**src/rtl/riscv_pkg.sv**
```systemverilog
// Shared fetch-stage definitions: FSM state encoding, NOP encoding and PC step.
// State constants are plain localparams so legacy code can compare against them directly.
package riscv_pkg;

  typedef logic [2:0] fetch_state_e;

  localparam fetch_state_e S_IDLE = 3'd0;
  localparam fetch_state_e S_REQ  = 3'd1;
  localparam fetch_state_e S_WAIT = 3'd2;
  localparam fetch_state_e S_HOLD = 3'd3;
  localparam fetch_state_e S_KILL = 3'd4;

  localparam logic [31:0] NOP_INST = 32'h0000_0013;
  localparam logic [31:0] PC_STEP  = 32'd4;

  function automatic logic [31:0] align_word(input logic [31:0] addr);
    return {addr[31:2], 2'b00};
  endfunction

endpackage

```
**src/rtl/fetch_pc.sv**
```systemverilog
// Program counter: holds the fetch address, steps it by PC_STEP, and applies redirects.
// A redirect always wins over the sequential step.
module fetch_pc
  import riscv_pkg::*;
#(
  parameter logic [31:0] RESET_VECTOR = 32'h0000_0000
) (
  input  logic        clk,
  input  logic        rst_n,
  input  logic        redirect_i,
  input  logic [31:0] redirect_pc_i,
  input  logic        advance_i,
  output logic [31:0] pc_o
);

  logic [31:0] pc_q;
  logic [31:0] pc_d;

  // NOTE: every combinational output gets a default first so no path leaves it unassigned (no latch).
  always_comb begin
    pc_d = pc_q;
    if (redirect_i) begin
      pc_d = align_word(redirect_pc_i);
    end else if (advance_i) begin
      pc_d = pc_q + PC_STEP;
    end
  end

  // NOTE: sequential state uses non-blocking assignments so all flops update together at the edge.
  always_ff @(posedge clk or negedge rst_n) begin
    if (!rst_n) begin
      pc_q <= RESET_VECTOR;
    end else begin
      pc_q <= pc_d;
    end
  end

  assign pc_o = pc_q;

endmodule

```
**src/rtl/fetch_unit.sv**
```systemverilog
// Single-outstanding instruction fetch FSM with a held output register for the decoder.
// Optional FETCH_PERF_CNT_EN adds o_fetch_cnt, counting accepted instruction words.
module fetch_unit
  import riscv_pkg::*;
#(
  parameter logic [31:0] RESET_VECTOR = 32'h0000_0000
) (
  input  logic        i_clk,
  input  logic        i_rst_n,
  output logic        o_imem_req,
  output logic [31:0] o_imem_addr,
  input  logic        i_imem_gnt,
  input  logic        i_imem_rvalid,
  input  logic [31:0] i_imem_rdata,
  output logic [31:0] o_inst,
  output logic [31:0] o_pc,
  output logic        o_inst_vld,
  input  logic        i_inst_rdy,
  input  logic        i_redirect,
  input  logic [31:0] i_redirect_pc,
  output logic        o_misalign
`ifdef FETCH_PERF_CNT_EN
  ,
  output logic [31:0] o_fetch_cnt
`endif
);

  fetch_state_e state_q, state_d;
  logic [31:0]  inst_q, inst_d;
  logic [31:0]  ipc_q, ipc_d;
  logic         vld_q, vld_d;
  logic         advance;
  logic         accept;
  logic [31:0]  pc;

  fetch_pc #(
    .RESET_VECTOR (RESET_VECTOR)
  ) u_fetch_pc (
    .clk           (i_clk),
    .rst_n         (i_rst_n),
    .redirect_i    (i_redirect),
    .redirect_pc_i (i_redirect_pc),
    .advance_i     (advance),
    .pc_o          (pc)
  );

  always_comb begin
    state_d = state_q;
    inst_d  = inst_q;
    ipc_d   = ipc_q;
    vld_d   = vld_q;
    advance = 1'b0;
    accept  = 1'b0;
    unique case (state_q)
      S_IDLE: state_d = S_REQ;
      S_REQ: begin
        if (i_redirect) begin
          // Granted address is now stale; its response must be swallowed.
          state_d = i_imem_gnt ? S_KILL : S_REQ;
        end else if (i_imem_gnt) begin
          state_d = S_WAIT;
        end
      end
      S_WAIT: begin
        if (i_redirect) begin
          state_d = i_imem_rvalid ? S_REQ : S_KILL;
        end else if (i_imem_rvalid) begin
          inst_d  = i_imem_rdata;
          ipc_d   = pc;
          vld_d   = 1'b1;
          accept  = 1'b1;
          state_d = S_HOLD;
        end
      end
      S_HOLD: begin
        if (i_redirect) begin
          vld_d   = 1'b0;
          state_d = S_REQ;
        end else if (i_inst_rdy) begin
          vld_d   = 1'b0;
          advance = 1'b1;
          state_d = S_REQ;
        end
      end
      S_KILL: begin
        if (i_imem_rvalid) begin
          state_d = S_REQ;
        end
      end
      default: state_d = S_IDLE;
    endcase
  end

  // NOTE: only control and output-visible registers need a reset value; all of them here do.
  always_ff @(posedge i_clk or negedge i_rst_n) begin
    if (!i_rst_n) begin
      state_q <= S_IDLE;
      inst_q  <= NOP_INST;
      ipc_q   <= RESET_VECTOR;
      vld_q   <= 1'b0;
    end else begin
      state_q <= state_d;
      inst_q  <= inst_d;
      ipc_q   <= ipc_d;
      vld_q   <= vld_d;
    end
  end

  assign o_imem_req  = (state_q == S_REQ);
  assign o_imem_addr = pc;
  assign o_inst      = inst_q;
  assign o_pc        = ipc_q;
  assign o_inst_vld  = vld_q;
  // Combinational pulse in the redirect cycle, forced low while reset is held.
  assign o_misalign  = i_rst_n & i_redirect & (|i_redirect_pc[1:0]);

`ifdef FETCH_PERF_CNT_EN
  logic [31:0] fetch_cnt_q;

  always_ff @(posedge i_clk or negedge i_rst_n) begin
    if (!i_rst_n) begin
      fetch_cnt_q <= 32'd0;
    end else if (accept) begin
      fetch_cnt_q <= fetch_cnt_q + 32'd1;
    end
  end

  assign o_fetch_cnt = fetch_cnt_q;
`else
  logic unused_accept;
  assign unused_accept = accept;
`endif

endmodule

```
**config.mk**
```make
export PLATFORM = sky130hd
export DESIGN_NAME = fetch_unit
export DESIGN_NICKNAME = d
export VERILOG_FILES = /design/src/rtl/riscv_pkg.sv /design/src/rtl/fetch_pc.sv /design/src/rtl/fetch_unit.sv
export SDC_FILE = /design/constraint.sdc
export NUM_CORES = 1
export LEC_CHECK = 0
export CAP_MARGIN = 20
export CORE_UTILIZATION = 45
export CTS_CLUSTER_DIAMETER = 100
export DETAILED_ROUTE_END_ITERATION = 7
export GPL_ROUTABILITY_DRIVEN = 0
export PLACE_DENSITY = 0.82
export SYNTH_ARGS = -nofsm -noshare
export SYNTH_HDL_FRONTEND = slang
export SYNTH_SLANG_ARGS = --single-unit
```
**constraint.sdc**
```tcl
create_clock -name i_clk -period 5.2 [get_ports i_clk]
set_clock_uncertainty 0.1 [all_clocks]
set_input_delay 1.04 -clock i_clk [delete_from_list [all_inputs] [get_ports i_clk]]
set_output_delay 1.04 -clock i_clk [all_outputs]
set_load 0.01 [all_outputs]
```
# == Word level (Yosys, flattened, before mapping) ==
# Cells that the tools add are included.
# totals
ff_bits,100
# op_classes
add_sub_neg,1
eq_ne,10
n_mux,20
bitwise,3
n_reduce_logical,7
# op_table
op,n
32-bit two-way mux,2
32-bit by 3-bit adder with 32-bit output (second input constant),1
3-bit two-way mux,9
3-bit case mux with 5 select lines,1
4-bit AND reduction,2
1-bit two-way mux,7
3-bit by 2-bit equality test with 1-bit output (second input constant),2
2-bit inequality test (second input constant),3
3-bit inequality test (second input constant),2
2-bit nonzero test,2
3-bit by 1-bit equality test with 1-bit output (second input constant),1
3-bit equality test (second input constant),1
3-bit logical NOT,1
3-bit by 1-bit inequality test with 1-bit output (second input constant),1
3-bit AND reduction,1
1-bit AND,2
1-bit case mux with 2 select lines,1
2-bit OR reduction,1
1-bit inverter,1

# == Longest topological paths before layout ==
# Gate-level depths: netlist (run 1).
# depth
word_depth,5
mapped_depth,7
ltp_nobuf,5

# == Hierarchy ==
# A second synthesis (run 1) with hierarchy kept.
# unflattened
hier_cells,351
hier_area_um2,4549.4
# modules_own_cells
module,n_inst,cells_per_inst,area_each_um2,seq_area_each_um2
fetch_unit,1,159,2820.2,1705.4
fetch_pc,1,192,1729.2,750.7

# == Least setup slack after synthesis (run 1) ==
# No wires, ideal clock.
# synth_timing
path_kind,input to output
startpoint,in i_redirect
endpoint,out o_misalign
arrival_ns,1.743
setup_slack_ns,2.317
stages,3
path_buffers,2
cell_sequence,clkbuf_1 clkbuf_1 o211a_1
# synth_via
elab_chain_len,2
# synth_lines
element,line_no,text
from (decl),fetch_unit.sv:19,"input logic i_redirect,"
1-bit AND (2 in series),fetch_unit.sv:115,assign o_misalign = i_rst_n & i_redirect & (|i_redirect_pc[1:0]);
to (decl),fetch_unit.sv:21,output logic o_misalign
# Every way passes these cells.

# == Worst setup path after layout (run 1) ==
# Same ends and word-level chain as after synthesis.

==> metrics.md, run 1 <==
| Metric | Value |
|---|---|
| Fin area | `approximately 0.0063 mm2` |
| Max-cap viol count | `0` |
| Residual DRC | `0` |
| Vias per cell | `5.398` |
| Largest net degree at the start of global routing | `63` |
| Clk_lat worst skew | `about 0.35 ns` |
| Die Y | `100.9 um` |
| Rows | `35` |
| Chip width | `100.9 um` |
| P&R area growth vs syn | `43.40%` |
| Placed Cells | `~650` |
| Global-route wire length before repair | `approximately 18000 um` |
| Post-CTS setup buffers | `0` |
| CTS H-tree depth | `3` |
| Distinct cells, synth | `43` |
| Area of the die | `slightly above 0.01 mm2` |
| Core area | `0.009371 mm2` |
| CP startpoint kind | `input port` |
| Starting Density | `between 40 and 50%` |
| Highest routed layer | `met4` |
| Antenna violations before repair | `0` |
| Final net count | `roughly 600` |
| Fraction of layout cells with a size suffix above 1 | `between 10% and 20%` |
| Pleak | `0.002549 uW` |
| Mapped Cells | `approximately 380` |
| Slew Limit Fails | `0` |
| Register area share after synthesis | `between 50% and 60%` |
| Worst-Margin Slew | `around 0.87 ns` |
| Number of enable flip-flop cells after synthesis | `0` |
| Post-DP Area | `a little over 0.006 mm2` |
| Max_slew headroom | `a little over two fifths` |
| GR Util All Layers | `between 20% and 30%` |
| Critical Path Fanout Max | `13` |
| CP endpoint kind | `output pin` |
| Syn_area_per_cell | `approximately 12 um2` |
| Share of flip-flops with an asynchronous set or reset | `100.0%` |
| DR WL/cell | `approximately 16 um` |
| CTS tree | `done` |
| Met1 wire length | `around 4400 um` |
| WL final | `approximately 11000 um` |
| Drt first pass iters | `4` |
| Top achievable clock speed | `272.4 MHz` |
| Buffers on Ports | `between 150 and 200` |
| Clock Sinks | `96` |
| WHS | `a little over 0.4 ns` |
| Initial drt markers | `165` |
| Diode count | `0` |
| Status | `finished clean` |
| Clock-pin slew on the worst setup and hold paths | `around 0.10 ns` |
| Synth Register Bits | `96` |
| DR WL met2 | `5641 um` |
| Synth Flop Type | `dfrtp_1` |
| Crit path time final | `between 3 and 4 ns` |
| Final Cycle Share | `70.59%` |
| Vias | `around 3.6k` |
| Hold Vio Cnt, Final | `0` |
| Vias in the first global route | `between 3k and 4k` |
| VDD IR max | `around 260 uV` |
| Gr ovfl total | `0` |
| Synthesized area | `approximately 0.0044 mm2` |
| WP data required | `4.06 ns` |
| Ys Warns | `0` |
| Unrepaired setup endpoints after global routing | `no` |
| Fill count | `between 700 and 800` |
| Antenna Nets Post-Route | `0` |
| Non-Filler Instances | `around 670` |
| Total CTS buffers | `9` |
| Crit path DAT | `between 2 and 3 ns` |
| Met3 wire len | `about 650 um` |
| Post_cts resized | `0` |
| Hold Buf Count CTS | `0` |
| Setup CP Type | `in2out` |
| Clock root buffer | `clkbuf_8` |
| PwrDens | `roughly 430 mW/mm2` |
| Hpwl dp | `roughly 7600 um` |
| Final TNS setup | `0 ns` |
| # IOs | `~170` |
| Clock Path Buffers | `2` |
| Min-Delay Path Class | `reg2reg` |
| Setup-failing EPs final | `0` |
sequential cells by signal, summed over array words and instances (netlist names):
register and cells:
o_inst 32, o_inst_vld 1, o_pc 30, state_q 3
u_fetch_pc.pc_o 30
synth_stat cells (all sizes together) (2+ instances only):
cell type | count | share of area (%)
and4b | 2 | 0.46
inv | 6 | 0.51
nor2b | 2 | 0.28
nand3 | 9 | 1.1
o31ai | 16 | 2.7
xor2 | 3 | 0.60
mux2 | 63 | 16
and4 | 3 | 0.60
or4 | 18 | 3.2
dfstp | 3 | 1.8
nand4 | 10 | 1.4
nand2 | 21 | 1.8
nor3b | 3 | 0.51
o21ai | 16 | 1.8
clkbuf | 16 | 1.4
nand2b | 2 | 0.28
xnor2 | 4 | 0.80
a31oi | 21 | 3.0
nor3 | 2 | 0.23
a21oi | 4 | 0.46
mux2i | 2 | 0.46
dfrtp | 93 | 53
and3 | 4 | 0.57
nor2 | 25 | 2.1
buf | 11 | 1.6
or3 | 6 | 0.85
cells by family after synthesis:
logic type / after synthesis / synth area share, %
buffers and inverters: 33 / 3.527
AOI/OAI and AO/OA: 63 / 9.073
and+or+nand+nor: 111 / 14.36
xor gates and xnor gates: 7 / 1.394
muxes: 65 / 16.58
other: 1 / 0.08524
adders and majority gates: 1 / 0.2844
DFF: 96 / 54.69
per-stage QoR:
stage          power (uW)  utilization, %  setup WS (ns)
2_1_floorplan        1599               -          2.317
3_5_place_dp         2256           65.18          1.525
6_report             2695           67.32          1.529
5_1_grt              2852           67.32          1.445
4_1_cts              2723           67.16          1.513
3_3_place_gp         2207           65.18          1.569
per-layer routing:
metal  up-vias  track usage (%)
li1       1697                -
met1      1750            29.12
met2       134            37.41
met3        14            3.675
met4         0            7.246
met5         -                0
cell type report:
cell class,count,area (um2),share of cell area [%]
Sequential cell,96,2406,38.14
Multi-Input combinational cell,251,1857,29.43
Timing Repair Buffer,168,1677,26.58
Tap cell,129,161.4,2.559
Clock buffer,9,123.9,1.964
Clock inverter,7,61.31,0.9718
Inverter,6,22.52,0.3570
placed cells by master (no fill, tap or decap), drive strengths merged, types with 2 or more instances in the layout:
cell type      instances
dfstp                  3
clkbuf                 9
a21oi                  4
clkinv                 2
and3                   4
a31oi                 21
xnor2                  4
inv                   10
nor2                  25
buf                    5
nand2                 21
o21ai                 16
o31ai                 16
or3                    6
nor2b                  2
or4                   18
dfrtp                 93
xor2                   3
mux2i                  2
nand4                 10
nand2b                 2
nand3                  9
and4b                  2
nor3                   2
nor3b                  3
clkdlybuf4s50        163
and4                   3
mux2                  63
conb                   4
critical path, cell delays in order:
cell and delay [ns]:
clkdlybuf4s50_1 0.74, o211a_1 0.22, clkdlybuf4s50_1 0.53
power by group:
part	leakage, uW	total [uW]	switching, uW	internal (uW)
Combinational	0.00128	1050	376	676
Sequential	0.00118	1180	177	1000
Clock	0.0000940	465	281	184
path summary, 6_finish.rpt:
path | start | endpoint | slack, ns | cells after the start
max reg2reg | u_fetch_pc.pc_o[9] | u_fetch_pc.pc_o[23] | 2.64 | 4
min reg2reg | o_pc[22] | o_pc[22] | 0.41 | 1
min in group asynchronous | i_rst_n | state_q[0] | 0.58 | 1
min | o_pc[22] | o_pc[22] | 0.41 | 1
max in group asynchronous | i_rst_n | o_pc[18] | 3.36 | 2
max | i_redirect | o_misalign | 1.53 | 3
(Power assumes the default switching activity.)
==> inputs of run 2 (changes only) <==
--- a/config.mk
+++ b/config.mk
@@ -6,11 +6,11 @@
 export NUM_CORES = 1
 export LEC_CHECK = 0
 export CAP_MARGIN = 20
-export CORE_UTILIZATION = 45
+export CORE_UTILIZATION = 44
 export CTS_CLUSTER_DIAMETER = 100
 export DETAILED_ROUTE_END_ITERATION = 7
 export GPL_ROUTABILITY_DRIVEN = 0
-export PLACE_DENSITY = 0.82
+export PLACE_DENSITY = 0.8
 export SYNTH_ARGS = -nofsm -noshare
 export SYNTH_HDL_FRONTEND = slang
 export SYNTH_SLANG_ARGS = --single-unit
==> constraint.sdc (replaced) <==
create_clock -name i_clk -period 3.5 [get_ports i_clk]
set_clock_uncertainty 0.1 [all_clocks]
set_input_delay 0.7 -clock i_clk [delete_from_list [all_inputs] [get_ports i_clk]]
set_output_delay 0.7 -clock i_clk [all_outputs]
set_load 0.01 [all_outputs]
==> metrics.md, run 2 (synthesis results as in run 1) <==
| Metric | Value |
|---|---|
| Slew Limit Fails | `0 (unchanged)` |
| Net Sw Frac | `29.58% (-1.3 points)` |
| WHS | `0.2715 ns (-0.1415 ns)` |
| Final net count | `606 (+0.50%)` |
| Clock-pin slew on the worst setup and hold paths | `0.10 ns (about the same)` |
| Residual DRC | `0 (unchanged)` |
| Rows | `36 (+2.9%)` |
| Hold Vio Cnt, Final | `0 (unchanged)` |
| VDD IR max | `305.3 uV (+18%)` |
| Area of the die | `0.01040 mm2 (+2.2%)` |
| Status | `finished clean` |
| CP startpoint kind | `input port` |
| Gr ovfl total | `0 (unchanged)` |
| Post-DP Area | `0.006143 mm2 (+0.57%)` |
| Top achievable clock speed | `approximately 340 MHz` |
| Chip width | `102.0 um (+1.1%)` |
| CTS tree | `done` |
| Final TNS setup | `0 ns (unchanged)` |
| WP data required | `2.70 ns (-1.36 ns)` |
| Antenna violations before repair | `0 (unchanged)` |
| Commonest non-fill, non-tap cell in the layout | `clkdlybuf4s50_1` |
| Largest net degree at the start of global routing | `65 (+3.2%)` |
| Initial drt markers | `136 (-18%)` |
| Logic pwr share | `38.0% (-1.0 points)` |
| R2R Path Start | `u_fetch_pc.pc_o[9]` |
| Clock Sinks | `96 (unchanged)` |
| Critical path's slowest cell | `clkdlybuf4s50_1` |
| Pleak | `0.002579 uW (+1.1%)` |
| WL final | `11170 um (+2.4%)` |
| Fin area | `0.006362 mm2 (+0.85%)` |
| CP delay by family, top | `buffers and inverters` |
| Diode count | `0 (unchanged)` |
| Crit path DAT | `2.11 ns (-0.42 ns)` |
| Setup-failing EPs final | `0 (unchanged)` |
| Buffers on Ports | `164 (unchanged)` |
| P&R area growth vs syn | `44.62%` |
| Starting Density | `45.22% (-1.7 points)` |
| Area of the multi-input gates | `0.001857 mm2 (unchanged)` |
| Final Cycle Share | `83.10%` |
| Clock Path Buffers | `2 (unchanged)` |
| Min-Delay Path Class | `in2async` |
| Total CTS buffers | `9 (unchanged)` |
| Max reg flops | `32 (unchanged)` |
| Vias in the first global route | `3539 (-0.98%)` |
| Clk_lat worst skew | `0.36 ns (about the same)` |
| Clock share of power | `19.6% (+2.3 points)` |
| Seq pwr share | `42.5% (-1.2 points)` |
| Clock root buffer | `clkbuf_8` |
| Register area | `0.002406 mm2 (unchanged)` |
| Vias per cell | `5.389 (-0.16%)` |
| Crit path time final | `just under 3 ns` |
| Max-cap viol count | `0 (unchanged)` |
| CP Buf/Inv Count | `2 (unchanged)` |
| Drt first pass iters | `4 (unchanged)` |
| Fraction of layout cells with a size suffix above 1 | `17.41% (+0.28 points)` |
| Core area | `0.009729 mm2 (+3.8%)` |
| GR Util All Layers | `21.74% (-0.41 points)` |
| Hold Buf Count CTS | `0 (unchanged)` |
| Post_cts resized | `0 (unchanged)` |
| Power Internal | `2900 uW (+56%)` |
| Most frequent cells in the layout | `clkdlybuf4s50_1, dfrtp_1, mux2_2, nor2_1` |
| Setup CP Type | `in2out` |
| Setup crit start | `i_redirect` |
| Post-CTS setup buffers | `0 (unchanged)` |
| CP endpoint kind | `output pin` |
| Crit path cell chain | `clkdlybuf4s50_1 -> o211a_1 -> clkdlybuf4s50_1` |
| Cell repeated most along the worst path | `clkdlybuf4s50_1` |
| Critical Path Fanout Max | `10 (-3)` |
| CP peak stage delay | `0.67 ns (-0.07 ns)` |
| Vias | `3627 (+0.89%)` |
| Max_slew headroom | `44.18% (+2.5 points)` |
| Die Y | `102.0 um (+1.1%)` |
| Antenna Nets Post-Route | `0 (unchanged)` |
| DR WL/cell | `16.59 um (+1.3%)` |
| Fill count | `789 (+5.3%)` |
| CTS H-tree depth | `3 (unchanged)` |
| PwrDens | `647.3 mW/mm2 (+52%)` |
| Sw Pwr | `1218 uW (+46%)` |
| Hpwl dp | `7981 um (+4.3%)` |
| Worst-Margin Slew | `0.8348 ns (-0.03671 ns)` |
| Unrepaired setup endpoints after global routing | `no` |
| Global-route wire length before repair | `17440 um (-1.3%)` |
| # IOs | `169 (unchanged)` |
run 2: cell count changes in the layout (fill, tap and decap cells not counted):
| cell | change |
|---|---|
| buf_8 | -1 |
| inv_6 | -1 |
| inv_8 | -2 |
| clkinv_4 | +1 |
| buf_4 | +4 |
| bufinv_16 | +2 |
| clkbuf_1 | +1 |
| clkinvlp_4 | -1 |
run 2: final timing paths:
path | end | slack [ns] | cells past startpoint
hold / removal | o_inst[18] | 0.27 | 2
hold reg to reg | o_inst[6] | 0.41 | 1
max in group asynchronous | o_inst_vld | 1.87 | 3
min in group i_clk | o_inst[6] | 0.41 | 1
setup reg to reg | u_fetch_pc.pc_o[24] | 0.98 | 4
setup / recovery | o_misalign | 0.59 | 3
run 2: metrics by stage:
step / worst slack (ns) / std cells / util [%] / power [uW]
global placement: 0.5852 / 657 / 63.14 / 3279
finish: 0.5915 / 673 / 65.39 / 4118
CTS: 0.5988 / 673 / 65.39 / 4160
global route: 0.5249 / 673 / 65.39 / 4354
detailed placement: 0.5165 / 657 / 63.14 / 3353
floorplan: 1.264 / 380 / - / 2375
run 2: power by group through the flow:
stage | Clock (uW) | Sequential (uW) | Combinational [uW]
after floorplan | 0 | 1890 | 483
after global placement | 0 | 1740 | 1530
after detailed placement | 0 | 1780 | 1580
after CTS | 824 | 1750 | 1580
after global routing | 870 | 1810 | 1670
final | 806 | 1750 | 1560
run 2: layout make-up:
cell class | instances | area share, %
repair buffers | 171 | 26.59
clock buffers | 10 | 2.006
well taps | 133 | 2.616
flip-flops and latches | 96 | 37.82
inverters | 6 | 0.3540
multi-input cells | 251 | 29.18
clock inverters | 6 | 1.436
run 2: layer usage:
metal	routed length, um	up-vias	GRT usage, %
li1	-	1700	-
met1	4547	1810	26.70
met2	5875	105	38.36
met3	608	12	4.993
met4	135	0	5.934
met5	0	-	0
run 2: worst reg2reg max path: cells and delay by family, from the launching register on:
family,cells,cell delay [ns]
AO/OA/AOI/OAI,1,0.20
flip-flops,1,0.47
AND/OR/NAND/NOR,3,1.69
==> inputs of run 3 (changes only) <==
--- a/config.mk
+++ b/config.mk
@@ -6,11 +6,11 @@
 export NUM_CORES = 1
 export LEC_CHECK = 0
 export CAP_MARGIN = 20
-export CORE_UTILIZATION = 44
+export CORE_UTILIZATION = 40
 export CTS_CLUSTER_DIAMETER = 100
 export DETAILED_ROUTE_END_ITERATION = 7
 export GPL_ROUTABILITY_DRIVEN = 0
-export PLACE_DENSITY = 0.8
+export PLACE_DENSITY = 0.77
 export SYNTH_ARGS = -nofsm -noshare
 export SYNTH_HDL_FRONTEND = slang
 export SYNTH_SLANG_ARGS = --single-unit
==> constraint.sdc (replaced) <==
create_clock -name i_clk -period 2.4 [get_ports i_clk]
set_clock_uncertainty 0.1 [all_clocks]
set_input_delay 0.48 -clock i_clk [delete_from_list [all_inputs] [get_ports i_clk]]
set_output_delay 0.48 -clock i_clk [all_outputs]
set_load 0.01 [all_outputs]
==> metrics.md, run 3 (synthesis results as in run 1) <==
| Metric | Value |
|---|---|
| # IOs | `169 (unchanged)` |
| Clock Sinks | `96 (unchanged)` |
| Status | `finished clean` |
| Clock root buffer | `clkbuf_8` |
| Met1 Usage GRT | `25.57% (-1.1 points)` |
| Seq pwr share | `41.6% (-0.9 points)` |
| Die Y | `106.9 um (+4.8%)` |
| Total CTS buffers | `9 (unchanged)` |
| Cell repeated most along the worst path | `clkdlybuf4s50_1` |
| CP Buf/Inv Count | `2 (unchanged)` |
| Met2 Use GR | `33.41% (-4.9 points)` |
| CP startpoint kind | `input port` |
| Logic pwr share | `39.9% (+1.9 points)` |
| Largest net degree at the start of global routing | `97 (+49%)` |
| Commonest non-fill, non-tap cell in the layout | `clkdlybuf4s50_1` |
| DR WL/cell | `16.46 um (-0.77%)` |
| CP delay by family, top | `buffers and inverters` |
| Fraction of layout cells with a size suffix above 1 | `19.82% (+2.4 points)` |
| Power Internal | `4224 uW (+46%)` |
| Final core occ | `61.96% (-3.4 points)` |
| Clock share of power | `18.5% (-1.1 points)` |
| Chip width | `106.9 um (+4.8%)` |
| Pleak | `0.002650 uW (+2.8%)` |
| Residual DRC | `0 (unchanged)` |
| Antenna violations before repair | `0 (unchanged)` |
| Hpwl dp | `8021 um (+0.50%)` |
| Vias in the first global route | `3672 (+3.8%)` |
| Setup-failing EPs final | `0 (unchanged)` |
| Critical Path Fanout Max | `4 (-6)` |
| Area of the die | `0.01142 mm2 (+9.8%)` |
| CP endpoint kind | `output pin` |
| Crit path DAT | `1.70 ns (-0.41 ns)` |
| Max_slew headroom | `65.20% (+21 points)` |
| Hold Vio Cnt, Final | `0 (unchanged)` |
| PwrDens | `922.1 mW/mm2 (+42%)` |
| Slew Limit Fails | `0 (unchanged)` |
| Post-CTS setup buffers | `0 (unchanged)` |
| Setup CP Type | `in2out` |
| Worst-Margin Slew | `0.5220 ns (-0.3128 ns)` |
| Final TNS setup | `0 ns (unchanged)` |
| CP peak stage delay | `0.53 ns (-0.14 ns)` |
| Diode count | `0 (unchanged)` |
| Hold Buf Count CTS | `0 (unchanged)` |
| Post-route setup slack | `0.1197 ns (-0.4718 ns)` |
| Max reg flops | `32 (unchanged)` |
| Drt first pass iters | `5 (+1)` |
| Max-cap viol count | `0 (unchanged)` |
| Final Power | `6004 uW (+46%)` |
| Rows | `37 (+2.8%)` |
| Clock-pin slew on the worst setup and hold paths | `0.09 ns (about the same)` |
| Final net count | `621 (+2.5%)` |
| Global-route wire length before repair | `17880 um (+2.6%)` |
| GR peak layer | `met2` |
| Starting Density | `41.86% (-3.4 points)` |
| Vias | `3703 (+2.1%)` |
| Clk_lat worst skew | `0.36 ns (about the same)` |
| Buffers on Ports | `164 (unchanged)` |
| VDD IR max | `456.1 uV (+49%)` |
| P&R area growth vs syn | `48.01%` |
| Crit path time final | `2.280 ns` |
| Clock Path Buffers | `2 (unchanged)` |
| WP data required | `1.82 ns (-0.88 ns)` |
| Crit path cell chain | `clkdlybuf4s50_1 -> o211a_1 -> clkdlybuf4s50_1` |
| Post_cts resized | `0 (unchanged)` |
| Most frequent cells in the layout | `clkdlybuf4s50_1, dfrtp_1, mux2_2, nor2_1` |
| Gr ovfl total | `0 (unchanged)` |
| Post-place setup slack | `-0.1980 ns (-0.7146 ns)` |
| GR Util All Layers | `19.82% (-1.9 points)` |
| Vias per cell | `5.359 (-0.56%)` |
| Met3 Use GR | `3.830% (-1.2 points)` |
| Net Sw Frac | `29.65% (+0.066 points)` |
| Initial drt markers | `193 (+42%)` |
| Unrepaired setup endpoints after global routing | `no` |
| Antenna Nets Post-Route | `0 (unchanged)` |
| Core area | `0.01051 mm2 (+8.0%)` |
| Top achievable clock speed | `~440 MHz` |
| Min-Delay Path Class | `in2async` |
| WL final | `11380 um (+1.9%)` |
| CTS tree | `done` |
| Sw Pwr | `1780 uW (+46%)` |
| Critical path's slowest cell | `clkdlybuf4s50_1` |
| Final Cycle Share | `between 90 and 100%` |
| CTS H-tree depth | `3 (unchanged)` |
## run 3: cell count changes in the layout (fill, tap and decap cells not counted), sizes merged
cell,before,now
clkinvlp,0,2
bufinv,2,1
buf,8,23
clkbuf,10,11
clkinv,3,1
## run 3: cell type report
type                            instances  area [um2]
Sequential cell                        96        2406
Inverter                                6       22.52
Fill cell                             854        3998
Timing Repair Buffer                  186        1842
Tap cell                              136       170.2
Clock inverter                          5       62.56
Clock buffer                           11       151.4
Multi-Input combinational cell        251        1857
## run 3: through the flow
step / cell area, um2 / hold slack, ns / instances
global placement: 6297 / 0.3872 / 675
global route: 6511 / 0.1715 / 691
floorplan: 4410 / 0.08441 / 380
detailed placement: 6297 / 0.3949 / 675
finish: 6511 / 0.1135 / 691
CTS: 6511 / 0.1522 / 691
## run 3: worst paths after layout
kind | from | cells after the start | slack [ns] | to
max | i_redirect | 3 | 0.12 | o_misalign
min | i_rst_n | 2 | 0.11 | o_inst[5]
max reg2reg | u_fetch_pc.pc_o[3] | 5 | 0.18 | u_fetch_pc.pc_o[26]
min reg2reg | o_inst[13] | 1 | 0.41 | o_inst[13]
max in group asynchronous | i_rst_n | 2 | 1.66 | o_inst[23]
min in group i_clk | o_inst[13] | 1 | 0.41 | o_inst[13]
## run 3: routing by layer
| metal | share of wire [%] | up-vias |
|---|---|---|
| li1 | - | 1739 |
| met3 | 5.8 | 8 |
| met5 | 0 | - |
| met4 | 1.1 | 0 |
| met1 | 44 | 1818 |
| met2 | 49 | 138 |
## run 3: power groups by stage
stage	Sequential [uW]	Clock [uW]	Combinational [uW]
floorplan	2760	0	704
global placement	2490	0	2370
detailed placement	2540	0	2410
CTS	2510	1150	2420
global route	2590	1200	2560
finish	2500	1110	2390
